<file path="config.mk">
export PLATFORM = sky130hd
export DESIGN_NAME = mem_port_arbiter
export DESIGN_NICKNAME = d
export VERILOG_FILES = /design/src/rtl/mem_port_arbiter.sv
export SDC_FILE = /design/constraint.sdc
export NUM_CORES = 1
export LEC_CHECK = 0
export BUFFER_PORTS_ARGS = -buffer_cell sky130_fd_sc_hd__buf_2
export CAP_MARGIN = 10
export CORE_MARGIN = 3
export CORE_UTILIZATION = 30
export DETAILED_ROUTE_END_ITERATION = 12
export PLACE_DENSITY = 0.59
export SYNTH_ARGS = -nofsm -noshare
export SYNTH_HDL_FRONTEND = slang
export SYNTH_SLANG_ARGS = --single-unit
</file>
<file path="constraint.sdc">
create_clock -name clk -period 4.1 [get_ports clk]
set_input_delay 0.82 -clock clk [delete_from_list [all_inputs] [get_ports clk]]
set_output_delay 0.82 -clock clk [all_outputs]
set_load 0.02 [all_outputs]
</file>
<file path="src/rtl/mem_port_arbiter.sv">
// Arbiter/sequencer for the shared instruction/data memory port: fixed-latency
// transactions, data-first priority with a starvation guard for fetch.
module mem_port_arbiter #(
    parameter int ADDR_W     = 32,
    parameter int MEM_LAT    = 2,
    parameter int STARVE_MAX = 4
) (
    input  logic              clk,
    input  logic              rst_n,
    input  logic              if_req,
    input  logic [ADDR_W-1:0] if_addr,
    output logic              if_ready,
    output logic [31:0]       if_rdata,
    input  logic              dm_req,
    input  logic              dm_we,
    input  logic [ADDR_W-1:0] dm_addr,
    input  logic [31:0]       dm_wdata,
    input  logic [2:0]        dm_func,
    output logic              dm_ready,
    output logic [31:0]       dm_rdata,
    output logic              mem_en,
    output logic              mem_we,
    output logic [ADDR_W-1:0] mem_addr,
    output logic [31:0]       mem_wdata,
    output logic [2:0]        mem_func,
    input  logic [31:0]       mem_rdata,
    output logic              stall
);
    typedef enum logic [1:0] {
        ST_IDLE  = 2'd0,
        ST_ISSUE = 2'd1,
        ST_WAIT  = 2'd2,
        ST_RESP  = 2'd3
    } state_t;

    localparam logic [3:0] LAT_LOAD   = 4'(MEM_LAT - 1);
    localparam logic [3:0] STARVE_LIM = 4'(STARVE_MAX);
    localparam logic       OWN_FETCH  = 1'b0;

    state_t            state_q;
    logic              owner_q;
    logic [3:0]        lat_cnt_q;
    logic [3:0]        starve_q;
    logic [3:0]        starve_d;
    logic              grant_data_d;
    logic              any_req_s;
    logic              mem_en_q;
    logic              mem_we_q;
    logic [ADDR_W-1:0] mem_addr_q;
    logic [31:0]       mem_wdata_q;
    logic [2:0]        mem_func_q;
    logic              if_ready_q;
    logic              dm_ready_q;
    logic [31:0]       if_rdata_q;
    logic [31:0]       dm_rdata_q;

    assign any_req_s = if_req | dm_req;

    // Grant selection and starvation counter next-state
    always_comb begin
        grant_data_d = 1'b0;
        starve_d     = starve_q;
        if (dm_req && !(if_req && (starve_q == STARVE_LIM))) begin
            grant_data_d = 1'b1;
        end else begin
            grant_data_d = 1'b0;
        end
        if (!if_req) begin
            starve_d = 4'd0;
        end else if ((state_q == ST_IDLE) && any_req_s) begin
            if (!grant_data_d) begin
                starve_d = 4'd0;
            end else if (starve_q < STARVE_LIM) begin
                starve_d = starve_q + 4'd1;
            end else begin
                starve_d = starve_q;
            end
        end else begin
            starve_d = starve_q;
        end
    end

    // Transaction FSM with registered memory-side and requester-side outputs
    always_ff @(posedge clk) begin
        if (!rst_n) begin
            state_q     <= ST_IDLE;
            owner_q     <= OWN_FETCH;
            lat_cnt_q   <= 4'd0;
            starve_q    <= 4'd0;
            mem_en_q    <= 1'b0;
            mem_we_q    <= 1'b0;
            mem_addr_q  <= '0;
            mem_wdata_q <= 32'd0;
            mem_func_q  <= 3'd0;
            if_ready_q  <= 1'b0;
            dm_ready_q  <= 1'b0;
            if_rdata_q  <= 32'd0;
            dm_rdata_q  <= 32'd0;
        end else begin
            starve_q   <= starve_d;
            mem_en_q   <= 1'b0;
            mem_we_q   <= 1'b0;
            if_ready_q <= 1'b0;
            dm_ready_q <= 1'b0;
            case (state_q)
                ST_IDLE: begin
                    if (any_req_s) begin
                        owner_q  <= grant_data_d;
                        mem_en_q <= 1'b1;
                        state_q  <= ST_ISSUE;
                        if (grant_data_d) begin
                            mem_we_q    <= dm_we;
                            mem_addr_q  <= dm_addr;
                            mem_wdata_q <= dm_wdata;
                            mem_func_q  <= dm_func;
                        end else begin
                            mem_we_q    <= 1'b0;
                            mem_addr_q  <= if_addr;
                            mem_wdata_q <= 32'd0;
                            mem_func_q  <= 3'b010;
                        end
                    end else begin
                        state_q <= ST_IDLE;
                    end
                end
                ST_ISSUE: begin
                    // mem_we_q still holds the captured direction during ISSUE
                    if (mem_we_q) begin
                        dm_ready_q <= owner_q;
                        if_ready_q <= ~owner_q;
                        state_q    <= ST_RESP;
                    end else begin
                        lat_cnt_q <= LAT_LOAD;
                        state_q   <= ST_WAIT;
                    end
                end
                ST_WAIT: begin
                    if (lat_cnt_q == 4'd0) begin
                        if (owner_q == OWN_FETCH) begin
                            if_rdata_q <= mem_rdata;
                        end else begin
                            dm_rdata_q <= mem_rdata;
                        end
                        dm_ready_q <= owner_q;
                        if_ready_q <= ~owner_q;
                        state_q    <= ST_RESP;
                    end else begin
                        lat_cnt_q <= lat_cnt_q - 4'd1;
                    end
                end
                ST_RESP: begin
                    state_q <= ST_IDLE;
                end
                default: begin
                    state_q <= ST_IDLE;
                end
            endcase
        end
    end

    assign mem_en    = mem_en_q;
    assign mem_we    = mem_we_q;
    assign mem_addr  = mem_addr_q;
    assign mem_wdata = mem_wdata_q;
    assign mem_func  = mem_func_q;
    assign if_ready  = if_ready_q;
    assign dm_ready  = dm_ready_q;
    assign if_rdata  = if_rdata_q;
    assign dm_rdata  = dm_rdata_q;
    assign stall     = (dm_req & ~dm_ready_q) | (if_req & ~if_ready_q);

endmodule

</file>
==> out/metrics.cfg <==
[sta]
fmax_mhz = 458
layout_worst_path_cycle_share_pct = 53.3
report.final.setup_viol = 0
final_hold_viol_count = 0
layout_min_cycle_time_ps = 2180
final.setup.tns_ps = 0
clock-skew-final_ps = 12.0
final_max_slew_viol_count = 0
tightestPinTransition_ps = 1120
rsz0062_at_grt = no
timing.max_slew.rel_slack_pct = 24.9

[global_route]
global_route.usage.total_pct = 16.1
grt_pass1_vias = 4983
maximum_number_of_pins_on_one_net_before_global_route_repair = 70
gr-total-overflow = 0
grt_antenna_before_repair = 0
grt_pass1_wl_mm = 26.0

[final_layout]
n_antenna_cell = 0
finalNetCount = 1027
areaGrowthSynthToFinish_pct = 40.0
layout-drive-gt1-share_pct = 35.8
layout_fillers = 1778
stdcell_count = 1121

[setup_path]
critPathArrivalTime_ps = 1360
cpMostUsedCell = sky130_fd_sc_hd__buf_2
worstPathBufferInverterCount = 3
r2r-start = starve_q[0]$_SDFFE_PN0P_
rr_endpoint = mem_wdata[2]$_SDFFE_PN0P_
worstSetupEndpointType = primary output
startpoint = dm_req
timing.critical_path.max_delay_family = buffers and inverters
rrSetupSlack_ps = 2030
worstPathRequired_ps = 3280
worstPathCellList = buf_2 > inv_1 > o22ai_1 > buf_2
reg2reg_depth = 6
critical_path_class = primary input to primary output
critPathLaunchType = primary input
cpPeakStageDelay_ps = 190
crit_path_top_delay_cell = sky130_fd_sc_hd__buf_2
critical_path.max_fanout = 5

[power_and_ir_drop]
p_per_area_nw_per_um2 = 649
irDropWorstVdd_mv = 0.324
p_leak_nw = 3.51

[drt]
detail_route.first_pass.iterations = 4
drt-initial-drc-count = 251
wire_per_inst_um = 14.4
routed_via_density = 4.66
route.vias.total = 5224
drc = 0
drt-total-wl_mm = 16.1
detail-route-antenna-nets = 0

[yosys]
synth_net_count = 774
post-synth-top-count-cell = sky130_fd_sc_hd__nand2_1
postSynthRegisterBits = 146
netlist_area_um2 = 5380
postSynthAreaPerCell_um2 = 8.54
yosys_warnings = 0
yosysSeqAreaShare_pct = 54.3
syn-instance-count = 630
synth_largest_type_area_fraction_pct = 54.3
synth_top_flop_cell = sky130_fd_sc_hd__dfxtp_1
synth_top_area_cell = sky130_fd_sc_hd__dfxtp_1
synth_top_cells_by_count = sky130_fd_sc_hd__nand2_1, sky130_fd_sc_hd__dfxtp_1, sky130_fd_sc_hd__a21oi_1, sky130_fd_sc_hd__o21ai_0, sky130_fd_sc_hd__a22o_1
synth_edf_count = 0
synth.top_cells.by_area = sky130_fd_sc_hd__dfxtp_1, sky130_fd_sc_hd__nand2_1, sky130_fd_sc_hd__a21oi_1
async_reset_ff_share_pct = 0
synth.distinct_cells = 38

[clock_tree]
cts_inserted_buffers = 17
cts.sinks = 146
tritoncts_clock_tree = built
cts.repair_timing.setup_buffer_count = 0
clock_tree.htree_level_count = 4
cts.root.buffer_cell = sky130_fd_sc_hd__clkbuf_16
clock_tree.buffer_depth = 2
postCtsResizedCells = 0
cts_hold_buf = 0
worst_setup_hold_path_clk_slew_ps = 60
clkLatencyLatePin_ps = 420

[die]
start_util_pct = 30.9
floorplan.die.width_um = 140
design.die.area_um2 = 19600
die_height_um = 140
ioPinCount = 272
core-area_um2 = 17400
core.rowCount = 48

[hold_path]
worstHoldEndpoint = if_rdata[16]$_SDFFE_PN0P_
hold_depth = 2
worstHoldStart = if_rdata[16]$_SDFFE_PN0P_
worst_hold_class = flip-flop to flip-flop

[flow_run]
cap_violations = 0

[run_status]
run_status = completed

[placement]
gpl.final_weighted_congestion = 0.764
placement.io_buffers = 271
dp.cells = 1088
dp_hpwl_mm = 11.0

report_power, final:
group	total (mW)	switching, mW	internal (mW)
logic	1.41	0.921	0.485
registers	1.81	0.129	1.68
clock network	1.68	0.631	1.05
total	4.89	1.68	3.21
cells in the final DEF, fill, tap and decap left out, types with 2 or more instances in the layout:
cell / netlist / final
sky130_fd_sc_hd__nor4_1: 2 / 2
sky130_fd_sc_hd__nand2b_1: 3 / 3
sky130_fd_sc_hd__nand3_1: 4 / 4
sky130_fd_sc_hd__clkinv_4: 0 / 4
sky130_fd_sc_hd__clkinvlp_4: 0 / 2
sky130_fd_sc_hd__buf_2: 8 / 271
sky130_fd_sc_hd__nor2b_1: 2 / 2
sky130_fd_sc_hd__and2_1: 3 / 3
sky130_fd_sc_hd__ha_1: 8 / 8
sky130_fd_sc_hd__o211ai_1: 2 / 2
sky130_fd_sc_hd__dfxtp_1: 146 / 146
sky130_fd_sc_hd__a21oi_1: 69 / 69
sky130_fd_sc_hd__inv_1: 11 / 11
sky130_fd_sc_hd__inv_6: 0 / 2
sky130_fd_sc_hd__clkbuf_16: 0 / 17
sky130_fd_sc_hd__bufinv_16: 0 / 4
sky130_fd_sc_hd__a22o_1: 34 / 34
sky130_fd_sc_hd__nor2_2: 0 / 3
sky130_fd_sc_hd__a31oi_1: 33 / 33
sky130_fd_sc_hd__buf_4: 0 / 7
sky130_fd_sc_hd__mux2i_1: 3 / 3
sky130_fd_sc_hd__o21ai_0: 36 / 36
sky130_fd_sc_hd__nand2_1: 203 / 203
sky130_fd_sc_hd__nor2_1: 8 / 5
worst register-to-register path: stages, from the launching register on:
cell and delay, ps:
sky130_fd_sc_hd__dfxtp_1 350, sky130_fd_sc_hd__inv_1 70, sky130_fd_sc_hd__ha_1 210, sky130_fd_sc_hd__nand4b_1 110
sky130_fd_sc_hd__and2_1 520, sky130_fd_sc_hd__and3_4 540, sky130_fd_sc_hd__a22o_1 210
final cells by class:
| cell class | count | area [um^2] | area share, % |
|---|---|---|---|
| Clock inverter | 14 | 204 | 2.71 |
| Timing Repair Buffer | 279 | 1440 | 19.1 |
| Tap cell | 225 | 282 | 3.74 |
| Multi-Input combinational cell | 427 | 2200 | 29.3 |
| Clock buffer | 18 | 439 | 5.83 |
| Sequential cell | 146 | 2920 | 38.8 |
| Inverter | 12 | 45.0 | 0.598 |
worst max path at each step:
| stage | endpoint | slack [ps] | cells after the start |
|---|---|---|---|
| 6_report | stall | 1920 | 4 |
| 3_3_place_gp | mem_wdata[11]$_SDFFE_PN0P_ | 1700 | 5 |
| 5_1_grt | stall | 1860 | 4 |
| 3_5_place_dp | dm_rdata[30]$_SDFFE_PN0P_ | 1690 | 6 |
| 4_1_cts | dm_rdata[17]$_SDFFE_PN0P_ | 1650 | 6 |
| 2_1_floorplan | stall | 2040 | 2 |
metal layers:
metal  global-route usage (%)  up-vias  share of wire [%]
met1                     20.5     2356                 45
met5                        0        -                  0
met4                     5.71        0                2.1
met2                     25.8      192                 46
met3                     5.19       22                6.9
li1                         -     2654                  -
kinds of logic after synthesis:
family / Yosys count / share of synthesized area, %
muxes: 3 / 0.558
and+or+nand+nor: 234 / 17.7
buffers and inverters: 57 / 4.86
adders and majority gates: 8 / 1.86
DFF: 146 / 54.3
AOI/OAI and AO/OA: 182 / 20.6
sequential cells by signal, summed over array words and instances, names as in the netlist:
register / count
if_rdata: 32
mem_wdata: 32
state_q: 2
starve_q: 4
mem_addr: 32
mem_en: 1
if_ready: 1
mem_func: 3
mem_we: 1
dm_rdata: 32
lat_cnt_q: 4
dm_ready: 1
owner_q: 1
metrics by stage:
stage	area [um^2]	utilization [%]	worst slack, ps	power, mW	hold slack, ps
after floorplan	5380	-	2040	2.78	438
after global placement	6860	39.4	1700	3.24	439
after detailed placement	6860	39.4	1690	3.24	445
after CTS	7500	43.1	1650	4.95	454
after global routing	7530	43.2	1860	5.17	468
final	7530	43.2	1920	4.89	450
Power figures use the tool's default switching activity.
